`config.mk`:
```
export PLATFORM = sky130hd
export DESIGN_NAME = branch_predictor
export DESIGN_NICKNAME = d
export VERILOG_FILES = /design/src/rtl/branch_predictor.sv
export SDC_FILE = /design/constraint.sdc
export NUM_CORES = 1
export LEC_CHECK = 0
export ABC_CLOCK_PERIOD_IN_PS = 2100
export BUFFER_PORTS_ARGS = -buffer_cell sky130_fd_sc_hd__buf_2
export CAP_MARGIN = 30
export CORE_MARGIN = 8
export CORE_UTILIZATION = 30
export CTS_CLUSTER_DIAMETER = 30
export DETAILED_ROUTE_END_ITERATION = 7
export PLACE_DENSITY_LB_ADDON = 0.08
export SYNTH_ARGS = -nofsm -noshare
export SYNTH_HDL_FRONTEND = slang
export SYNTH_SLANG_ARGS = --single-unit
```
`constraint.sdc`:
```
create_clock -name CLK -period 2.1 [get_ports CLK]
set_input_delay 0.315 -clock CLK [delete_from_list [all_inputs] [get_ports CLK]]
set_output_delay 0.315 -clock CLK [all_outputs]
set_load 0.01 [all_outputs]
```
`src/rtl/branch_predictor.sv`:
```
// Decoded-op type shared with the control unit, plus a 2-bit saturating-counter
// branch direction predictor with branch/misprediction performance counters.

package control_unit_types_pkg;
  typedef enum logic [3:0] {
    ADDU = 4'd0,
    SUBU = 4'd1,
    ANDR = 4'd2,
    ORR  = 4'd3,
    SLT  = 4'd4,
    LW   = 4'd5,
    SW   = 4'd6,
    BEQ  = 4'd7,
    BNE  = 4'd8,
    J    = 4'd9,
    JAL  = 4'd10,
    JR   = 4'd11,
    LUI  = 4'd12,
    HALT = 4'd13
  } opfunc_t;
endpackage

module branch_predictor
  import control_unit_types_pkg::*;
#(
  parameter int unsigned INDEX_W = 2,
  parameter int unsigned CNT_W   = 2,
  parameter int unsigned PERF_W  = 32
) (
  input  logic              CLK,
  input  logic              nRST,
  input  logic [INDEX_W-1:0] ifprindex,
  output logic              PRresult,
  input  logic [INDEX_W-1:0] mmprindex,
  input  opfunc_t           opfunc,
  input  logic              ABtaken,
  input  logic              mmen,
  input  logic              mmpred,
  output logic [PERF_W-1:0] brcount,
  output logic [PERF_W-1:0] mispcount
);

  localparam int unsigned DEPTH = 2 ** INDEX_W;
  localparam logic [CNT_W-1:0] WNT     = CNT_W'((1 << (CNT_W - 1)) - 1);
  localparam logic [CNT_W-1:0] CNT_MAX = '1;
  localparam logic [CNT_W-1:0] CNT_MIN = '0;

  logic [CNT_W-1:0]  r_table [DEPTH];
  logic [PERF_W-1:0] r_brcount;
  logic [PERF_W-1:0] r_mispcount;

  logic              w_is_branch;
  logic              w_upd;
  logic [CNT_W-1:0]  w_cur;
  logic [CNT_W-1:0]  w_next;

  // Update qualifier and saturating next value for the entry being trained
  always_comb begin
    w_is_branch = 1'b0;
    w_upd       = 1'b0;
    w_cur       = r_table[mmprindex];
    w_next      = w_cur;
    if ((opfunc == BEQ) || (opfunc == BNE)) begin
      w_is_branch = 1'b1;
    end
    w_upd = mmen & w_is_branch;
    if (ABtaken) begin
      if (w_cur != CNT_MAX) begin
        w_next = w_cur + CNT_W'(1);
      end
    end else begin
      if (w_cur != CNT_MIN) begin
        w_next = w_cur - CNT_W'(1);
      end
    end
  end

  // Counter table: one entry trained per qualified cycle, async clear to WNT
  always_ff @(posedge CLK or negedge nRST) begin
    if (!nRST) begin
      for (int i = 0; i < int'(DEPTH); i++) begin
        r_table[i] <= WNT;
      end
    end else if (w_upd) begin
      r_table[mmprindex] <= w_next;
    end
  end

  // Performance counters, wrapping modulo 2**PERF_W
  always_ff @(posedge CLK or negedge nRST) begin
    if (!nRST) begin
      r_brcount   <= '0;
      r_mispcount <= '0;
    end else if (w_upd) begin
      r_brcount <= r_brcount + PERF_W'(1);
      if (mmpred != ABtaken) begin
        r_mispcount <= r_mispcount + PERF_W'(1);
      end
    end
  end

  // Lookup is combinational from the registered table (no bypass on collision)
  assign PRresult  = r_table[ifprindex][CNT_W-1];
  assign brcount   = r_brcount;
  assign mispcount = r_mispcount;

endmodule

```
---- After elaboration in Yosys (flattened, before gate mapping) ----
Index checks and enable logic that the tools add are counted.
storage, ports and cells
  word-level logic and storage cells ...... 37
  register bits ........................... 72
  output and inout bits ................... 65
cells by class
  magnitude comparators ................... 3
  add/subtract/negate cells ............... 4
  muxes and demuxes ....................... 13
  reduce and logical (&&, ||, !) cells .... 4
  equality and inequality tests ........... 4
  bitwise gates (word level) .............. 3
operators with widths
  kind                     number
  $add A32 B1 Y32 const B  2
  $mux W2                  8
  $bmux W2 S2              2
  $bwmux W8                1
  $ge A3 B3 Y1 const B     2
  $not A2 Y3               2
  $demux W2 S2             1
  $eq A4 B3 Y1 const B     1
  $eq A4 B4 Y1 const B     1
  $lt A3 B1 Y1 const B     1
  $add A2 B1 Y2 const B    1
  $ne A2 B2 Y1 const B     1
  $reduce_and A2 Y1        1
  $reduce_bool A2 Y1       1
  $sub A2 B1 Y2 const B    1
  $and A1 B1 Y1            1
  $logic_and A1 B1 Y1      1
  $logic_or A1 B1 Y1       1
  $mux W1                  1
  $ne A1 B1 Y1             1

---- Depth between registers and ports, before layout ----
Gate-level depths: netlist (run 1).
  depth in word-level cells ............... 8
  depth in mapped cells ................... 7
  depth with buffers taken out ............ 6

---- Worst setup path before layout (run 1) ----
No wires, ideal clock.
  path kind ............................... input -> register
  from .................................... in opfunc[2]
  to ...................................... reg r_mispcount[29], in the netlist mispcount[29]
  arrival time ............................ 1.929 ns
  setup slack ............................. 0.046 ns
  stages .................................. 7
  path buffers ............................ 2
  required time ........................... 1.975 ns
  cells stage by stage .................... or4b_4 buf_6 a21o_1 buf_6 nor4_4 nand4_1 xnor2_1
between the ends
  word-level cells in the longest chain between the ends .. 5
ends and longest elaborated chain
  element                                       RTL line  source
  from (decl)                                   35        input opfunc_t opfunc,
  $eq A4 B3 Y1 or $eq A4 B4 Y1 (tied branches)  63        if ((opfunc == BEQ) || (opfunc == BNE)) begin
  $logic_or A1 B1 Y1 (*)                        63
  $mux W1 (*)                                   63
  $and A1 B1 Y1 (*)                             66        w_upd = mmen & w_is_branch;
  $reduce_and A2 Y1 (no source line) (*)        -
  to (signal assigned)                          97        r_mispcount <= r_mispcount + PERF_W'(1);
  to (decl)                                     50        logic [PERF_W-1:0] r_mispcount;
Mark *: on every way between the ends. The rest lies on a longest branch, timed or not.
A chain may end at the register's enable or synchronous reset.

---- Final worst setup path (run 1) ----
  from .................................... reg r_brcount[13], in the netlist brcount[13]
  to ...................................... reg r_brcount[30], in the netlist brcount[30]
between the ends
  word-level cells in the longest chain between the ends .. 1
ends and longest elaborated chain
  element                 RTL line  source
  from (decl)             49        logic [PERF_W-1:0] r_brcount;
  from (signal assigned)  95        r_brcount <= r_brcount + PERF_W'(1);
  $add A32 B1 Y32         95
Every way passes these cells.

==> results.cfg, run 1 <==
[outcome]
status = complete, no violations

[routing]
dr.pass1.iters = 4
drtAntennaViolNets = 0
via_per_inst = 4.70
avgRoutedWirePerCell_um = 15.2
routed_wl_mm = 8.38
num_vias = 2594
drc = 0
drt_iter0_drc = 94

[global_route]
grt_most_used_layer = met2
met2_usage_pct = 19.2
grt_max_degree = 39
grt_pass1_vias = 2769
antenna_found_initial = 0
overflow = 0
gr-usage-all-layers_pct = 12.0
grtUsageMet1_pct = 15.1
use_met3_pct = 3.70
grt_pass1_wl_mm = 14.2

[placement]
port_buffers = 77
post-dp-hpwl_mm = 6.25
dp_slack_ns = -0.0559
dp.cells = 536
place_congestion = 0.744

[worst_setup_path]
end_kind = register
cp_num_buf_inv = 0
cpMostUsedCell = nand4_1
crit_required_ns = 2.37
r2r_slack_ns = 0.25
cp_cell_sequence = nand4_1 -> nor2_1 -> nand4_1 -> nor4_2 -> xor2_1
crit_fanout = 5
worstPathArrival_ns = 2.12
start_kind = register
reg2reg_depth = 5
worstSetupPathType = reg -> reg
r2r_start = brcount[13]$_DFFE_PN0P_
reg2reg_to = brcount[30]$_DFFE_PN0P_
cp_slowest_cell = dfrtp_1
path_delay_family = simple AND/OR/NAND/NOR gates
max_stage_delay_ns = 0.44

[cts]
cts_sinks = 72
cts_max_path_buffers = 2
clk_latency_ns = 0.35
cts_tree = yes
root_buffer = clkbuf_8
h-tree-depth = 3
clk_pin_slew_worst_paths_ns = 0.08
numCtsBuffers = 9

[sta]
worst_pin_slew_ns = 0.480
rsz0062_at_grt = false
final-setup-viol-count = 0
drv_slew = 0
clock_skew_ns = 0.00806
finalHoldViolations = 0
slew_headroom_pct = 68.0
finalCritPeriodShare_pct = 88.2
setup_ws_ns = 0.248
fmax_mhz = 540
holdWs_ns = 0.354
finalCriticalPeriod_ns = 1.85
setup_tns_ns = 0

[floorplanning]
core-area_mm2 = 0.0109
io_pins = 78
dieArea_mm2 = 0.0148
rows = 38
die_w_um = 122
start_util_pct = 30.9
die_y_um = 122

[flow_run]
maxCapViolCount = 0

[yosys]
async_flop_share_pct = 100
ys_ff_latch = 72
ys.flop_type = dfrtp_1
synth_nets = 315
syn_area_mm2 = 0.00336
synthDistinctLibCells = 33
synth-edff-count = 0
synth.avg_cell_area_um2 = 11.2
ys_warn_count = 0
ys_seq_area_share_pct = 53.8
postSynthCellCount = 300

[min_path]
hold_path_end = r_table[0]$_DFFE_PN1P_
hold_path_startpoint = mmprindex[1]
min_path_cells = 3
min_path_type = in -> reg

[cells_and_area]
nNetsFinal = 423
drive_gt1_share_pct = 31.8
seq_area_mm2 = 0.00181
multi_input_area_mm2 = 0.00151
final_cells = 552
mostFrequentLayoutCell = buf_2
insertedDiodeCount = 0
final_cell_mix = 76 x buf_2, 68 x dfrtp_1, 42 x xnor2_1, 33 x nand2_1, 27 x nand3_1
nFillCells = 1098
syn_to_final_growth_pct = 29.4

[power]
p_seq_share_pct = 47.3
sw_frac_of_total_pct = 24.4
intPower_w = 0.00253
pwr-share-comb_pct = 10.0
p_total_w = 0.00335
power_frac_clock_pct = 42.7
ir_drop_uv = 626
leakage_nw = 2.15
p_per_area_mw_per_mm2 = 771
netSwitchingPower_w = 0.000817
## synth_stat cells, types with 6 or more instances
master,number,area [um^2]
nor2_1,16,60.1
xnor2_1,42,368
dfrtp_1,68,1700
o21ai_0,9,45.0
and3_1,8,50.1
xor2_1,21,184
nand4_1,24,150
nand3_1,27,135
nor4_1,6,37.5
nand2_1,33,124
inv_1,7,26.3
## sequential cells by signal, summed over array words and instances (netlist names)
signal     flops
brcount       32
mispcount     32
r_table        8
## metrics by stage
step / instance area [um^2] / util, %
after floorplan: 3360 / -
after global placement: 4070 / 37.4
after detailed placement: 4070 / 37.4
after CTS: 4340 / 39.9
after global routing: 4350 / 39.9
final: 4350 / 39.9
## logic make-up after synthesis
family | share of synthesized area, %
DFF | 53.8
buffers and inverters | 1.56
adders and majority gates | 1.04
muxes | 2.35
xor gates and xnor gates | 16.4
and+or+nand+nor | 22.0
AOI/OAI and AO/OA | 2.83
## layout make-up
cell class | instances | area share [%]
repair buffers | 100 | 13.2
inverters | 7 | 0.604
clock buffers | 9 | 2.85
clock inverters | 6 | 3.05
flip-flops and latches | 72 | 41.6
well taps | 140 | 4.03
multi-input cells | 218 | 34.7
## how the worst max path moves through the flow
| stage | to | from | cells after the start |
|---|---|---|---|
| 2_1_floorplan | mispcount[29]$_DFFE_PN0P_ | opfunc[2] | 7 |
| 3_3_place_gp | brcount[29]$_DFFE_PN0P_ | opfunc[2] | 7 |
| 3_5_place_dp | brcount[29]$_DFFE_PN0P_ | opfunc[2] | 7 |
| 4_1_cts | brcount[29]$_DFFE_PN0P_ | brcount[13]$_DFFE_PN0P_ | 5 |
| 5_1_grt | brcount[29]$_DFFE_PN0P_ | brcount[13]$_DFFE_PN0P_ | 5 |
| 6_report | brcount[30]$_DFFE_PN0P_ | brcount[13]$_DFFE_PN0P_ | 5 |
## tightest hold or removal path, cell delays in order
cell     delay [ns]
buf_2          0.14
nand3_1        0.14
o21ai_0        0.09
## what timing repair did
action,in CTS,in global routing
buffers inserted,0,0
resized for setup,0,1
setup endpoints to repair,0,1
hold buffers,1,0
hold endpoints to repair,30,0
## power groups by stage
stage               registers (W)  logic (W)  clock network [W]
floorplan                 0.00162   0.000151                  0
global placement          0.00161   0.000342                  0
detailed placement        0.00161   0.000343                  0
CTS                       0.00159   0.000346            0.00148
global route              0.00161   0.000377            0.00154
finish                    0.00159   0.000334            0.00143
## metal layers
| metal | vias up | wire [um] |
|---|---|---|
| met5 | - | 0 |
| met4 | 0 | 105 |
| met3 | 9 | 446 |
| met2 | 59 | 3930 |
| met1 | 1250 | 3900 |
| li1 | 1276 | - |
No activity file was read; power rests on OpenSTA's default activity.
==> run 2, diff against run 1 <==
PLACE_DENSITY_LB_ADDON = default   (was 0.08)
==> results.cfg, run 2 (synthesis results as in run 1) <==
[worst_setup_path]
r2r_start = brcount[12]$_DFFE_PN0P_
crit_fanout = 6
end_kind = register
cp_slowest_cell = dfrtp_1
r2r_slack_ns = 0.23
reg2reg_depth = 5
max_stage_delay_ns = 0.47
worstPathArrival_ns = 2.13
cpMostUsedCell = nand4_1
crit_required_ns = 2.37
start_kind = register
reg2reg_to = brcount[29]$_DFFE_PN0P_
worstSetupPathType = reg -> reg
cp_cell_sequence = nand4_1 -> nor2_1 -> nand4_1 -> nor4_1 -> xor2_1

[routing]
avgRoutedWirePerCell_um = 14.6
routed_wl_mm = 8.06
drt_iter0_drc = 121
dr.pass1.iters = 4
drtAntennaViolNets = 0
drc = 0
num_vias = 2632
via_per_inst = 4.79

[sta]
finalCritPeriodShare_pct = 88.9
fmax_mhz = 536
rsz0062_at_grt = false
finalCriticalPeriod_ns = 1.87
final-setup-viol-count = 0
clock_skew_ns = 0.00689
finalHoldViolations = 0
slew_headroom_pct = 67.4
drv_slew = 0
worst_pin_slew_ns = 0.486

[global_route]
met2_usage_pct = 19.0
grt_max_degree = 73
use_met3_pct = 3.56
overflow = 0
grt_most_used_layer = met2
grt_pass1_wl_mm = 13.9
grt_pass1_vias = 2786
gr-usage-all-layers_pct = 11.7
grtUsageMet1_pct = 14.3
antenna_found_initial = 0

[cts]
cts_max_path_buffers = 2
cts_setup_buffers = 0
cts_sinks = 72
cts_tree = yes
numCtsBuffers = 9
root_buffer = clkbuf_8
cts_resized = 0
clk_pin_slew_worst_paths_ns = 0.07
clk_latency_ns = 0.34
h-tree-depth = 3
hold_buffers = 1

[floorplanning]
rows = 38
start_util_pct = 30.9
die_w_um = 122
io_pins = 78
dieArea_mm2 = 0.0148
core-area_mm2 = 0.0109
die_y_um = 122

[power]
ir_drop_uv = 279
p_total_w = 0.00289
p_per_area_mw_per_mm2 = 682
leakage_nw = 2.10

[min_path]
hold_path_startpoint = mmprindex[1]
min_path_type = in -> reg
min_path_cells = 3
hold_path_end = r_table[0]$_DFFE_PN1P_

[outcome]
status = complete, no violations

[cells_and_area]
syn_to_final_growth_pct = 26.0
final_cell_mix = 77 x buf_2, 68 x dfrtp_1, 42 x xnor2_1, 33 x nand2_1, 27 x nand3_1
multi_input_area_mm2 = 0.00150
insertedDiodeCount = 0
mostFrequentLayoutCell = buf_2
nFillCells = 1089
nNetsFinal = 421
final_cells = 550
drive_gt1_share_pct = 30.2
seq_area_mm2 = 0.00181

[placement]
dp.cells = 534
port_buffers = 77
post-dp-hpwl_mm = 6.12
place_congestion = 0.768

[flow_run]
maxCapViolCount = 0
## run 2: changes by cell type in the layout (fill, tap and decap cells not counted), sizes merged
cell	delta
clkbuf	+6
bufinv	-4
clkinvlp	-1
clkinv	-1
buf	-2
## run 2: metrics by stage
step,setup WS (ns),cell area (um^2),util (%),TNS (ns),hold WS (ns)
final,0.233,4230,38.9,0,0.341
after global routing,0.0787,4230,38.9,0,0.354
after CTS,0.226,4230,38.9,0,0.324
after detailed placement,-0.0539,4060,37.3,-0.134,0.380
after global placement,-0.0317,4060,37.3,-0.0613,0.374
after floorplan,0.0459,3360,-,0,0.0194
## run 2: per-layer routing
| metal | vias up | share of wire (%) | wire (um) |
|---|---|---|---|
| met5 | - | 0 | 0 |
| met1 | 1290 | 45 | 3590 |
| met3 | 10 | 6.1 | 489 |
| met4 | 0 | 1.2 | 93 |
| li1 | 1276 | - | - |
| met2 | 56 | 48 | 3890 |
## run 2: worst max-delay path by stage
stage                                        from                         to  slack (ns)
after detailed placement                opfunc[2]  mispcount[20]$_DFFE_PN0P_       -0.05
after global placement                  opfunc[2]    brcount[29]$_DFFE_PN0P_       -0.03
final                     brcount[12]$_DFFE_PN0P_    brcount[29]$_DFFE_PN0P_        0.23
after CTS                 brcount[12]$_DFFE_PN0P_    brcount[29]$_DFFE_PN0P_        0.23
after global routing       brcount[4]$_DFFE_PN0P_    brcount[29]$_DFFE_PN0P_        0.08
after floorplan                         opfunc[2]  mispcount[29]$_DFFE_PN0P_        0.05
## run 2: final cells by class
class,instances,area share (%)
Sequential cell,72,42.7
Inverter,7,0.621
Timing Repair Buffer,98,13.2
Tap cell,140,4.14
Clock buffer,15,3.93
Multi-Input combinational cell,218,35.4
## run 2: worst max-delay path, delay by kind of cell (launching register included)
kind / cells / cell delay (ns)
XOR/XNOR: 1 / 0.17
AND/OR/NAND/NOR: 4 / 1.16
flip-flops: 1 / 0.47
## run 2: report_power, final
part	total (W)	switching [W]	internal, W
Combinational	0.000334	0.000184	0.000150
Sequential	0.00159	0.000107	0.00148
Clock	0.000963	0.000473	0.000490
Total	0.00289	0.000764	0.00212
